--- config.mk ---
export PLATFORM = sky130hd
export DESIGN_NAME = me_block_loader
export DESIGN_NICKNAME = d
export VERILOG_FILES = /design/src/rtl/me_block_loader.sv
export SDC_FILE = /design/constraint.sdc
export NUM_CORES = 1
export LEC_CHECK = 0
export ABC_AREA = 1
export CORE_ASPECT_RATIO = 1.2
export CORE_UTILIZATION = 50
export CTS_CLUSTER_DIAMETER = 150
export DETAILED_ROUTE_END_ITERATION = 7
export DONT_BUFFER_PORTS = 1
export PLACE_DENSITY = 0.79
export SYNTH_ARGS = -nofsm -noshare
export SYNTH_HDL_FRONTEND = slang
export SYNTH_SLANG_ARGS = --single-unit
--- constraint.sdc ---
create_clock -name clk -period 1.25 [get_ports clk]
set_input_delay 0.25 -clock clk [delete_from_list [all_inputs] [get_ports clk]]
set_output_delay 0.25 -clock clk [all_outputs]
set_load 0.01 [all_outputs]
--- src/rtl/me_block_loader.sv ---
// Stream loader for Me_engine: fills the current-block and reference-window memories, then runs go/done.
// Optional watchdog on the go/done handshake is built when ME_LOADER_TIMEOUT_EN is defined.
module me_block_loader #(
    parameter int CUR_WORDS      = 32,
    parameter int REF_WORDS      = 128,
    parameter int TIMEOUT_CYCLES = 4096
) (
    input  logic                         clk,
    input  logic                         reset,
    input  logic                         in_valid,
    output logic                         in_ready,
    input  logic [63:0]                  in_data,
    input  logic [1:0]                   cfg_r,
    output logic [1:0]                   r,
    output logic [$clog2(CUR_WORDS)-1:0] address_write_cur,
    output logic [63:0]                  data_write_cur,
    output logic                         write_enable_cur,
    output logic [$clog2(REF_WORDS)-1:0] address_write_ref,
    output logic [63:0]                  data_write_ref,
    output logic                         write_enable_ref,
    output logic                         go,
    input  logic                         done,
    output logic [15:0]                  block_count,
    output logic                         timeout
);
    localparam int CUR_AW = $clog2(CUR_WORDS);
    localparam int REF_AW = $clog2(REF_WORDS);
    localparam int CNT_W  = (CUR_AW > REF_AW) ? CUR_AW : REF_AW;
    localparam logic [CNT_W-1:0] CUR_LAST = CNT_W'(CUR_WORDS - 1);
    localparam logic [CNT_W-1:0] REF_LAST = CNT_W'(REF_WORDS - 1);

    typedef enum logic [2:0] {LOAD_CUR, LOAD_REF, FLUSH, RUN, RELEASE} state_t;

    state_t              state_q, state_d;
    logic [CNT_W-1:0]    cnt_q, cnt_d;
    logic                in_ready_q;
    logic [1:0]          r_q;
    logic [CUR_AW-1:0]   addr_cur_q;
    logic [63:0]         data_cur_q;
    logic                we_cur_q;
    logic [REF_AW-1:0]   addr_ref_q;
    logic [63:0]         data_ref_q;
    logic                we_ref_q;
    logic                go_q;
    logic [15:0]         block_count_q;
    logic                accept;
    logic                accept_cur;
    logic                accept_ref;
    logic                finish;
    logic                timeout_hit;

    assign accept     = in_valid && in_ready_q;
    assign accept_cur = accept && (state_q == LOAD_CUR);
    assign accept_ref = accept && (state_q == LOAD_REF);
    assign finish     = (state_q == RUN) && done;

    always_ff @(posedge clk) begin
        if (reset) begin
            state_q <= LOAD_CUR;
            cnt_q   <= '0;
        end else begin
            state_q <= state_d;
            cnt_q   <= cnt_d;
        end
    end

    // NOTE: every variable gets a default before the case so no path can infer a latch.
    always_comb begin
        state_d = state_q;
        cnt_d   = cnt_q;
        case (state_q)
            LOAD_CUR: if (accept) begin
                if (cnt_q == CUR_LAST) begin
                    state_d = LOAD_REF;
                    cnt_d   = '0;
                end else begin
                    cnt_d = cnt_q + CNT_W'(1);
                end
            end
            LOAD_REF: if (accept) begin
                if (cnt_q == REF_LAST) begin
                    state_d = FLUSH;
                    cnt_d   = '0;
                end else begin
                    cnt_d = cnt_q + CNT_W'(1);
                end
            end
            FLUSH:    state_d = RUN;
            RUN:      if (done || timeout_hit) state_d = RELEASE;
            RELEASE:  if (!done) state_d = LOAD_CUR;
            default:  state_d = LOAD_CUR;
        endcase
    end

    always_ff @(posedge clk) begin
        if (reset) begin
            in_ready_q    <= 1'b0;
            r_q           <= '0;
            addr_cur_q    <= '0;
            data_cur_q    <= '0;
            we_cur_q      <= 1'b0;
            addr_ref_q    <= '0;
            data_ref_q    <= '0;
            we_ref_q      <= 1'b0;
            go_q          <= 1'b0;
            block_count_q <= '0;
        end else begin
            in_ready_q <= (state_d == LOAD_CUR) || (state_d == LOAD_REF);
            // go is delayed one cycle behind RUN entry and drops on the completing edge.
            go_q       <= (state_q == RUN) && (state_d == RUN);
            we_cur_q   <= accept_cur;
            we_ref_q   <= accept_ref;
            if (accept_cur) begin
                addr_cur_q <= cnt_q[CUR_AW-1:0];
                data_cur_q <= in_data;
                if (cnt_q == '0) r_q <= cfg_r;
            end
            if (accept_ref) begin
                addr_ref_q <= cnt_q[REF_AW-1:0];
                data_ref_q <= in_data;
            end
            if (finish) block_count_q <= block_count_q + 16'd1;
        end
    end

`ifdef ME_LOADER_TIMEOUT_EN
    logic [31:0] run_cnt_q;
    logic        timeout_q;

    assign timeout_hit = (state_q == RUN) && (run_cnt_q == 32'(TIMEOUT_CYCLES - 1));

    always_ff @(posedge clk) begin
        if (reset) begin
            run_cnt_q <= '0;
            timeout_q <= 1'b0;
        end else begin
            run_cnt_q <= (state_q == RUN) ? run_cnt_q + 32'd1 : 32'd0;
            // A done landing on the same edge wins: that block counts as completed.
            timeout_q <= timeout_hit && !done;
        end
    end

    assign timeout = timeout_q;
`else
    assign timeout_hit = 1'b0;
    assign timeout     = 1'b0;
`endif

    assign in_ready          = in_ready_q;
    assign r                 = r_q;
    assign address_write_cur = addr_cur_q;
    assign data_write_cur    = data_cur_q;
    assign write_enable_cur  = we_cur_q;
    assign address_write_ref = addr_ref_q;
    assign data_write_ref    = data_ref_q;
    assign write_enable_ref  = we_ref_q;
    assign go                = go_q;
    assign block_count       = block_count_q;
endmodule

==> impl_metrics.yaml <==
setup_path:
  r2r_start: "state_q[2]"
  cp_data_arrival_time_ns: 1.81
  crit_path_cell_trace: "nor2_4 > nand2_4 > nor2_4 > buf_12 > clkbuf_16 > o21ai_0 > nor2_1"
  cp_slowest_cell: "dfxtp_4"
  critPathKind: "flop to flop"
  required_ns: 1.60
  crit_family: "simple AND/OR/NAND/NOR gates"
  crit_path_start: "state_q[2]"
  max_stage_delay_ns: 0.36
  crit_fanout: 9
  crit_buf_inv: 2
  ff2ff_setup_slack_ns: -0.21
  crit_path_end_kind: "flop"
  cp-start-kind: "flop"
  critPathMostFrequentCell: "nor2_4"
logic_synthesis:
  synth_cell_types: 27
  synthCells: 832
  synth_seq_cells: 172
  synth_area_sq_um: 6460
  synth_nets: 905
  avgSynthCellArea_sq_um: 7.76
  synth.yosys.seq_area_share_pct: 53.3
  ys_warn_count: 0
sta:
  period_share_pct: 117
  maxSlewViolCount: 0
  setup_slack_ns: -0.213
  setup_viol: 109
  rsz0062_at_grt: "yes"
  clock_skew_ns: 0.00763
  max_freq_mhz: 684
  fin_crit_ns: 1.46
  hold_ws_ns: -0.102
  final_hold_viol_count: 77
cts:
  cts_max_path_buffers: 2
  cts_root_buffer: "clkbuf_16"
  hold_buffers: 64
  clock_latency_ns: 0.42
  htree_num_levels: 4
  cts_tree: "built"
  cts.clk_slew.worst_paths_ns: 0.07
  cts_made_buffers: 17
  cts_sinks: 172
finish:
  fillers: 909
  drive_gt1_share_pct: 20.8
  area_growth_pct: 37.2
  final_util_pct: 70.3
  fin_nets: 1003
  diodes: 0
floorplan:
  fp.dieW_um: 106
  start_util_pct: 51.2
  core_area_sq_um: 12600
  io_pins: 233
  dieArea_sq_um: 13400
  die_h_um: 126
  row_count: 45
routing:
  wl_per_cell_um: 18.5
  vias: 6250
  drtPass1Iterations: 5
  wirelength_um: 20500
  drtAntennaViolNets: 0
  vias_per_cell: 5.65
  drc_errors: 0
  drt-initial-drc-count: 338
hold_path:
  min_path_type: "primary input to flop"
  min_from: "reset"
status:
  status: "finished with violations"
  violations: "hold timing, setup timing"
pwr:
  power_mw: 11.5
  leakage_nw: 3.54
  peakVddDrop_mv: 1.15
  p_per_area_nw_per_um2: 1290
global_routing:
  grt_max_degree: 80
  antenna_found_initial: 0
  grt_pass1_vias: 5975
  grt_pass1_wl_um: 29200
  grt.total_usage_pct: 27.5
  grt-ovfl-total: 0
run:
  drv_cap: 0
placed_design:
  io_buffer_count: 0
  dp_hpwl_um: 11000
  place_congestion: 0.811
-- power breakdown --
| part | total (mW) | internal, mW | leakage, nW | switching, mW |
|---|---|---|---|---|
| logic | 0.735 | 0.384 | 1.86 | 0.351 |
| registers | 5.72 | 5.59 | 1.40 | 0.138 |
| clock network | 5.02 | 2.82 | 0.276 | 2.20 |
| total | 11.5 | 8.79 | 3.54 | 2.69 |
-- cells in the mapped netlist (all sizes together) --
cell type,number,area share (%)
nand4,5,0.48
nor2,172,10
dfxtp,172,53
clkbuf,27,1.6
ha,3,0.58
conb,1,0.058
inv,37,2.2
a21oi,87,6.7
nand3,85,6.7
o21ai,85,6.6
nor3,3,0.23
buf,32,3.3
xor2,5,0.68
nor4,1,0.097
o211ai,1,0.12
nand2,116,6.9
-- state kept, by name (all words and copies together), names as in the netlist --
name,cells
data_write_cur,64
write_enable_ref,1
data_write_ref,64
write_enable_cur,1
in_ready,1
go,1
address_write_ref,7
address_write_cur,5
block_count,16
r,2
cnt_q,7
state_q,3
-- stage by stage --
step | TNS, ns | hold slack (ns) | cells | worst slack [ns] | instance area, sq um
floorplan | -0.0206 | 0.329 | 832 | -0.00799 | 6490
global placement | -4.68 | 0.327 | 988 | -0.0612 | 6920
detailed placement | -8.35 | 0.329 | 988 | -0.101 | 6920
CTS | -0.899 | -0.116 | 1092 | -0.0509 | 8390
global route | -17.64 | -0.120 | 1107 | -0.255 | 8860
finish | -6.36 | -0.102 | 1107 | -0.213 | 8860
-- final cells by class --
cell class                      instances  area (sq um)  area share [%]
Timing Repair Buffer                  138          1620            18.2
Sequential cell                       172          3470            39.1
Clock inverter                         12           110            1.24
Multi-Input combinational cell        564          2870            32.3
Inverter                               37           149            1.68
Tap cell                              164           205            2.32
Clock buffer                           20           447            5.04
-- cell usage in the layout, fill, tap and decap left out, drive strengths merged --
cell	netlist	routed
a21oi	87	87
buf	32	66
bufbuf	0	1
bufinv	0	1
clkbuf	27	27
clkinv	0	5
clkinvlp	0	1
conb	1	1
dfxtp	172	172
dlygate4sd3	0	64
ha	3	3
inv	37	42
nand2	116	116
nand3	85	85
nand4	5	5
nor2	172	172
nor3	3	3
nor4	1	1
o211ai	1	1
o21ai	85	85
xor2	5	5
-- cells by family (layout without fill, tap and decap cells) --
| group | Yosys count | in the layout | share of synthesized area [%] |
|---|---|---|---|
| and+or+nand+nor | 382 | 382 | 24.8 |
| buffers and inverters | 96 | 207 | 7.05 |
| other | 1 | 1 | 0.0581 |
| adders and majority gates | 3 | 3 | 0.581 |
| DFF | 172 | 172 | 53.3 |
| AOI/OAI and AO/OA | 173 | 173 | 13.5 |
| xor gates and xnor gates | 5 | 5 | 0.678 |
-- timing repair --
item,in CTS,in global routing
gates cloned,3,8
hold endpoints to repair,143,79
pin swaps,18,39
setup buffers,5,9
resized for setup,49,92
endpoints found under the setup margin,157,164
-- routing by layer --
layer / part of all wire (%) / up-vias / global-route usage (%)
li1: - / 2920 / -
met1: 37 / 2899 / 30.7
met2: 51 / 351 / 47.3
met3: 8.3 / 80 / 8.12
met4: 4.2 / 0 / 14.1
met5: 0 / - / 0
-- worst paths after layout --
check | to | cells past startpoint
worst min register to register | data_write_cur[0] | 2
worst min-delay path | write_enable_cur | 1
worst max register to register | data_write_ref[20] | 7
worst max-delay path | data_write_ref[20] | 7
Power figures use the tool's default switching activity.
